`config.mk`:
```
export PLATFORM = sky130hd
export DESIGN_NAME = led_tick_gen
export DESIGN_NICKNAME = d
export VERILOG_FILES = /design/src/rtl/led_tick_gen.sv
export SDC_FILE = /design/constraint.sdc
export NUM_CORES = 1
export LEC_CHECK = 0
export CORE_MARGIN = 3
export CORE_UTILIZATION = 43
export DETAILED_ROUTE_END_ITERATION = 8
export HOLD_SLACK_MARGIN = 0.15
export PLACE_DENSITY_LB_ADDON = 0.2
export SLEW_MARGIN = 20
export SYNTH_ARGS = -nofsm -noshare
export SYNTH_HDL_FRONTEND = slang
export SYNTH_SLANG_ARGS = --single-unit
export TNS_END_PERCENT = 5
```
`constraint.sdc`:
```
create_clock -name clock -period 1.8 [get_ports clock]
set_clock_uncertainty 0.15 [all_clocks]
set_input_delay 0.18 -clock clock [delete_from_list [all_inputs] [get_ports clock]]
set_output_delay 0.18 -clock clock [all_outputs]
set_load 0.03 [all_outputs]
```
`src/rtl/led_tick_gen.sv`:
```
// Rate generator producing a one-cycle o_valid strobe every limit+1 cycles while enabled.
// Optional single-step path while stopped is built only when LED_TICK_STEP_EN is defined.
module led_tick_gen #(
  parameter int          NB_COUNTER = 32,
  parameter int unsigned LIMIT_0    = 2**22 - 1,
  parameter int unsigned LIMIT_1    = 2**23 - 1,
  parameter int unsigned LIMIT_2    = 2**24 - 1,
  parameter int unsigned LIMIT_3    = 2**25 - 1
) (
  input  logic                  clock,
  input  logic                  i_reset,
  input  logic                  i_enable,
  input  logic [1:0]            i_speed_sel,
  input  logic                  i_step,
  output logic                  o_valid,
  output logic [NB_COUNTER-1:0] o_count
);

  localparam logic [NB_COUNTER-1:0] LIM_0 = NB_COUNTER'(LIMIT_0);
  localparam logic [NB_COUNTER-1:0] LIM_1 = NB_COUNTER'(LIMIT_1);
  localparam logic [NB_COUNTER-1:0] LIM_2 = NB_COUNTER'(LIMIT_2);
  localparam logic [NB_COUNTER-1:0] LIM_3 = NB_COUNTER'(LIMIT_3);
  localparam logic [NB_COUNTER-1:0] ONE   = {{(NB_COUNTER-1){1'b0}}, 1'b1};

  logic [NB_COUNTER-1:0] count_q, count_d;
  logic                  valid_q, valid_d;
  logic [NB_COUNTER-1:0] limit;
  logic                  step_pulse;

  always_comb begin
    limit = LIM_0;
    case (i_speed_sel)
      2'd0: limit = LIM_0;
      2'd1: limit = LIM_1;
      2'd2: limit = LIM_2;
      2'd3: limit = LIM_3;
      default: limit = LIM_0;
    endcase
  end

`ifdef LED_TICK_STEP_EN
  logic [1:0] step_sync_q, step_sync_d;
  logic       step_prev_q, step_prev_d;

  // Synchroniser keeps running while enabled so edges seen during run are consumed.
  always_comb begin
    step_sync_d = {step_sync_q[0], i_step};
    step_prev_d = step_sync_q[1];
    step_pulse  = step_sync_q[1] & ~step_prev_q;
  end

  always_ff @(posedge clock) begin
    if (i_reset) begin
      step_sync_q <= 2'b00;
      step_prev_q <= 1'b0;
    end else begin
      step_sync_q <= step_sync_d;
      step_prev_q <= step_prev_d;
    end
  end
`else
  logic unused_step;
  assign unused_step = i_step;
  assign step_pulse  = 1'b0;
`endif

  // >= rather than == so a switch to a smaller limit wraps immediately.
  always_comb begin
    count_d = count_q;
    valid_d = 1'b0;
    if (i_enable) begin
      if (count_q >= limit) begin
        count_d = '0;
        valid_d = 1'b1;
      end else begin
        count_d = count_q + ONE;
      end
    end else begin
      count_d = '0;
      valid_d = step_pulse;
    end
  end

  always_ff @(posedge clock) begin
    if (i_reset) begin
      count_q <= '0;
      valid_q <= 1'b0;
    end else begin
      count_q <= count_d;
      valid_q <= valid_d;
    end
  end

  assign o_valid = valid_q;
  assign o_count = count_q;

endmodule
```
[Word level (Yosys, flattened, before mapping)]
Index checks and enable logic that the tools add are counted.
Word-level totals
  register bits: 33
  input bits: 6
Operators by class
  $add $sub $neg: 1
  magnitude comparators: 1
  equal/unequal tests: 3
  multiplexer cells: 2
  bitwise operators: 1
  reductions and logical operators: 3
Operators with widths (number)
  one-hot mux 32 bit (4 select lines): 1
  adder 32 x 1 -> 32 bit (second input constant): 1
  greater-or-equal comparator 32 bit: 1
  == test 2 bit (second input constant): 2
  OR reduction 3 bit: 1
  == test 2 x 1 -> 1 bit (second input constant): 1
  zero test 2 bit: 1
  OR reduction 2 bit: 1
  2-to-1 mux 1 bit: 1
  NOT 1 bit: 1

[Longest topological paths before layout]
  depth in word-level cells: 4
  mapped depth: 9
  mapped depth without buffers: 7

[Worst setup path after synthesis]
OpenSTA, ideal clock, no wires.
  kind: register to register
  from: register count_q[23] (netlist: o_count[23])
  to: register count_q[4] (netlist: o_count[4])
  library setup time: 63 ps
  arrival time: 1986 ps
  data required time: 1587 ps
  path slack: -399 ps
  stages on the path, launching flop included: 9
  buffers on the path: 2
  clock period less this slack: 2199 ps
  cells stage by stage: dfxtp_1 > ha_1 > a21oi_1 > nor2b_1 > or4_1 > buf_2 > a21o_4 > buf_12 > nor2_2
Between the ends
  cells in the longest elaborated chain, start to end: 2
RTL lines
  start, declared: RTL line 25  | logic [NB_COUNTER-1:0] count_q, count_d;
  start signal, assigned: RTL line 89  | count_q <= count_d;
  greater-or-equal comparator 32 bit: RTL line 72  | if (count_q >= limit) begin
  OR reduction 3 bit (no line)
Every way passes these cells.
A chain may end at the register's enable or synchronous reset.

[Worst setup path after layout]
  from: register count_q[23] (netlist: o_count[23])
  to: register count_q[2] (netlist: o_count[2])
The elaborated chain is that of the path after synthesis.

==> impl_results.md <==
- Logic pwr share: 0.039
- Share of post-route cells with drive strength above 1: 0.368
- GR Util All Layers: 0.214
- Yosys Warn Count: 0
- Mapped Area: 1490 sq um
- Fin util: 0.744
- Antenna violations before repair: 0
- Placer's final routability congestion estimate: 0.780
- Violated checks: negative setup slack
- Slew Viols, Final: 0
- Final antenna-violating net count: 0
- Vias in the first global route: 1529
- Core area: 3180 sq um
- Setup ws final: -0.0714 ns
- CTS buffer count: 5
- Post-synth cell types: 27
- Longest Clk Path Bufs: 2
- Placement Rows: 20
- Worst Setup Start Kind: flip-flop
- Final HPWL DP: 2850 microns
- Part of the power in the clock network: 0.464
- CP Capture Type: flip-flop
- Outcome: finished with violations
- Number of port buffers: 37
- Register bit total from synthesis: 33
- Largest net degree at the start of global routing: 12
- Die height: 64.9 microns
- WP data required: 1.93 ns
- Die width: 64.9 microns
- Maximum capacitance violations: 0
- GR Overflow Total: 0
- Fmax: 534 MHz
- Internal power: ~0.0012 W
- Pre-CTS WS: -0.540 ns
- Switching Fraction: 0.198
- CTS H-tree lvls: 2
- RSZ-0062 raised after global routing: true
- Static leakage: 1.08 nW
- Sequential share of the synthesized area: 0.443
- Worst IR Drop VDD: 0.462 mV
- Hold-critical path depth: 3
- Final period utilization: 1.04
- Tmin final: 1.87 ns
- Post-Syn Instances: 156
- WL final: about 4000 microns
- Crit-path max FO: 6
- TNS Setup: -0.991 ns
- Critical Path AT: 2.01 ns
- Worst hold-check path type: input port to flip-flop
- Avg WL per Cell: 13.8 microns
- Final #Nets: 251
- # fillers: 265
- Reg2Reg Depth: 6
- Starting density of the core: 0.469
- First-pass GRT wire length: roughly 6800 microns
- Reg clk slew, reported paths: 0.10 ns
- Clock Tree Root: clkbuf_4
- Final instance area: approximately 2400 sq um
- Pwr per Cell Area: 629 nW/um^2
- Syn Area/Cell: 9.56 sq um
- Die ar.: 4210 sq um
- Pre-antenna DRT Iters: 7
- Drt drc: 0
- Area post-placement: 2210 sq um
- Drt initial violations: between 50 and 60
- CTS tree: done
- Vias/cell: 4.96
- Antenna cells: 0
- NetSw: roughly 0.00029 W
- Final hold vios: 0
- Detailed-route via count: 1418
- IO Pins: 39
- Area growth from synthesis to layout: 58.6%
- Total design power: roughly 0.0015 W
- Flop pwr share: 0.497
- Post-CTS setup repair buffer count: 0
- WS Path Type: flip-flop to flip-flop
- CTS sink count: 33
- Clock latency on the worst-skew pair: ~0.34 ns
- # setup viols final: 23
layout make-up:
cell class                 instances  area [sq um]  share of cell area
clock buffer                       5          37.5              0.0159
clock inverter                     3          65.1              0.0275
inverter                           4          15.0             0.00635
multi-input combinational        124           882               0.373
sequential                        33           679               0.287
tap                               44          55.1              0.0233
timing repair buffer              73           632               0.267
power groups by stage:
stage	Combinational [W]	Clock, W	Sequential [W]
finish	0.0000580	0.000690	0.000739
global route	0.0000614	0.000743	0.000742
CTS	0.0000586	0.000699	0.000740
detailed placement	0.0000583	0	0.000757
global placement	0.0000558	0	0.000756
floorplan	0.0000118	0	0.000774
critical path, stage by stage, from the launching register on:
cell     delay (ns)
dfxtp_4        0.37
ha_4           0.24
a21oi_2        0.10
nor2b_1        0.06
or4_4          0.54
a21o_4         0.26
nor2_1         0.10
timing repair:
| action | in CTS | in global routing |
|---|---|---|
| setup endpoints to repair | 43 | 33 |
| gates resized for setup | 29 | 9 |
| hold buffers | 0 | 0 |
| gates cloned | 3 | 0 |
| hold endpoints to repair | 0 | 0 |
sequential cells by signal (all words and copies together) (netlist names):
| register | count |
|---|---|
| o_valid | 1 |
| o_count | 32 |
layout by cell type, fill, tap and decap left out, types with 2 or more instances in the layout:
master	instances
buf_4	36
dfxtp_1	22
dlygate4sd2_1	21
nor2_2	18
xor2_1	12
nand3_1	11
nor2_1	10
nand2_1	10
xnor2_1	10
clkdlybuf4s50_1	9
dfxtp_2	9
dlymetal6s2s_1	7
and3_1	6
nand4_1	6
nor3_1	6
conb_1	6
clkbuf_4	5
inv_1	4
a21o_4	4
nor4_2	3
a21oi_1	3
and4_1	2
or4_4	2
o21ai_1	2
nor2_4	2
ha_1	2
ha_4	2
bufinv_16	2
dfxtp_4	2
cell usage after synthesis:
library cell / number / area, sq um
buf_2: 1 / 5.00
nor2_2: 18 / 113
nor2_1: 10 / 37.5
ha_1: 4 / 50.1
nor2b_1: 1 / 6.26
dfxtp_1: 33 / 661
xor2_1: 12 / 105
a21o_4: 1 / 15.0
o21ai_0: 2 / 10.0
buf_12: 2 / 40.0
nand3_1: 11 / 55.1
nand2_1: 10 / 37.5
nor3_1: 6 / 30.0
nand4_1: 6 / 37.5
xnor2_1: 10 / 87.6
or4_1: 2 / 15.0
or2_1: 1 / 6.26
inv_1: 4 / 15.0
and4_1: 3 / 26.3
nor2_4: 2 / 22.5
nand4bb_1: 1 / 11.3
nand2b_1: 1 / 6.26
a21oi_1: 4 / 20.0
and3_1: 6 / 37.5
nor4_1: 2 / 12.5
nor4_2: 2 / 25.0
conb_1: 1 / 3.75
stage by stage:
step / cells / hold WS [ns]
6_report: 286 / 0.275
2_1_floorplan: 161 / 0.178
5_1_grt: 286 / 0.254
3_3_place_gp: 275 / 0.353
4_1_cts: 286 / 0.267
3_5_place_dp: 275 / 0.363
cells by family after synthesis:
kind of cell / Yosys count / synth area share
buffers and inverters: 7 / 0.0403
AND/OR/NAND/NOR: 82 / 0.321
flip-flops: 33 / 0.443
AO/OA/AOI/OAI: 7 / 0.0302
adder cells (fa/ha/maj): 4 / 0.0336
XOR/XNOR: 22 / 0.129
other: 1 / 0.00251
per-layer routing:
metal	global-route usage	part of all wire	up-vias
li1	-	-	702
met1	0.224	0.41	680
met2	0.392	0.53	31
met3	0.0745	0.044	5
met4	0.0739	0.012	0
met5	0	0	-
path summary, 6_finish.rpt:
kind | end | slack [ns] | from
setup / recovery | o_count[2] | -0.07 | o_count[23]
hold / removal | o_valid | 0.28 | i_enable
setup reg to reg | o_count[2] | -0.07 | o_count[23]
hold reg to reg | o_count[0] | 0.39 | o_count[0]
No activity file was read; power rests on OpenSTA's default activity.
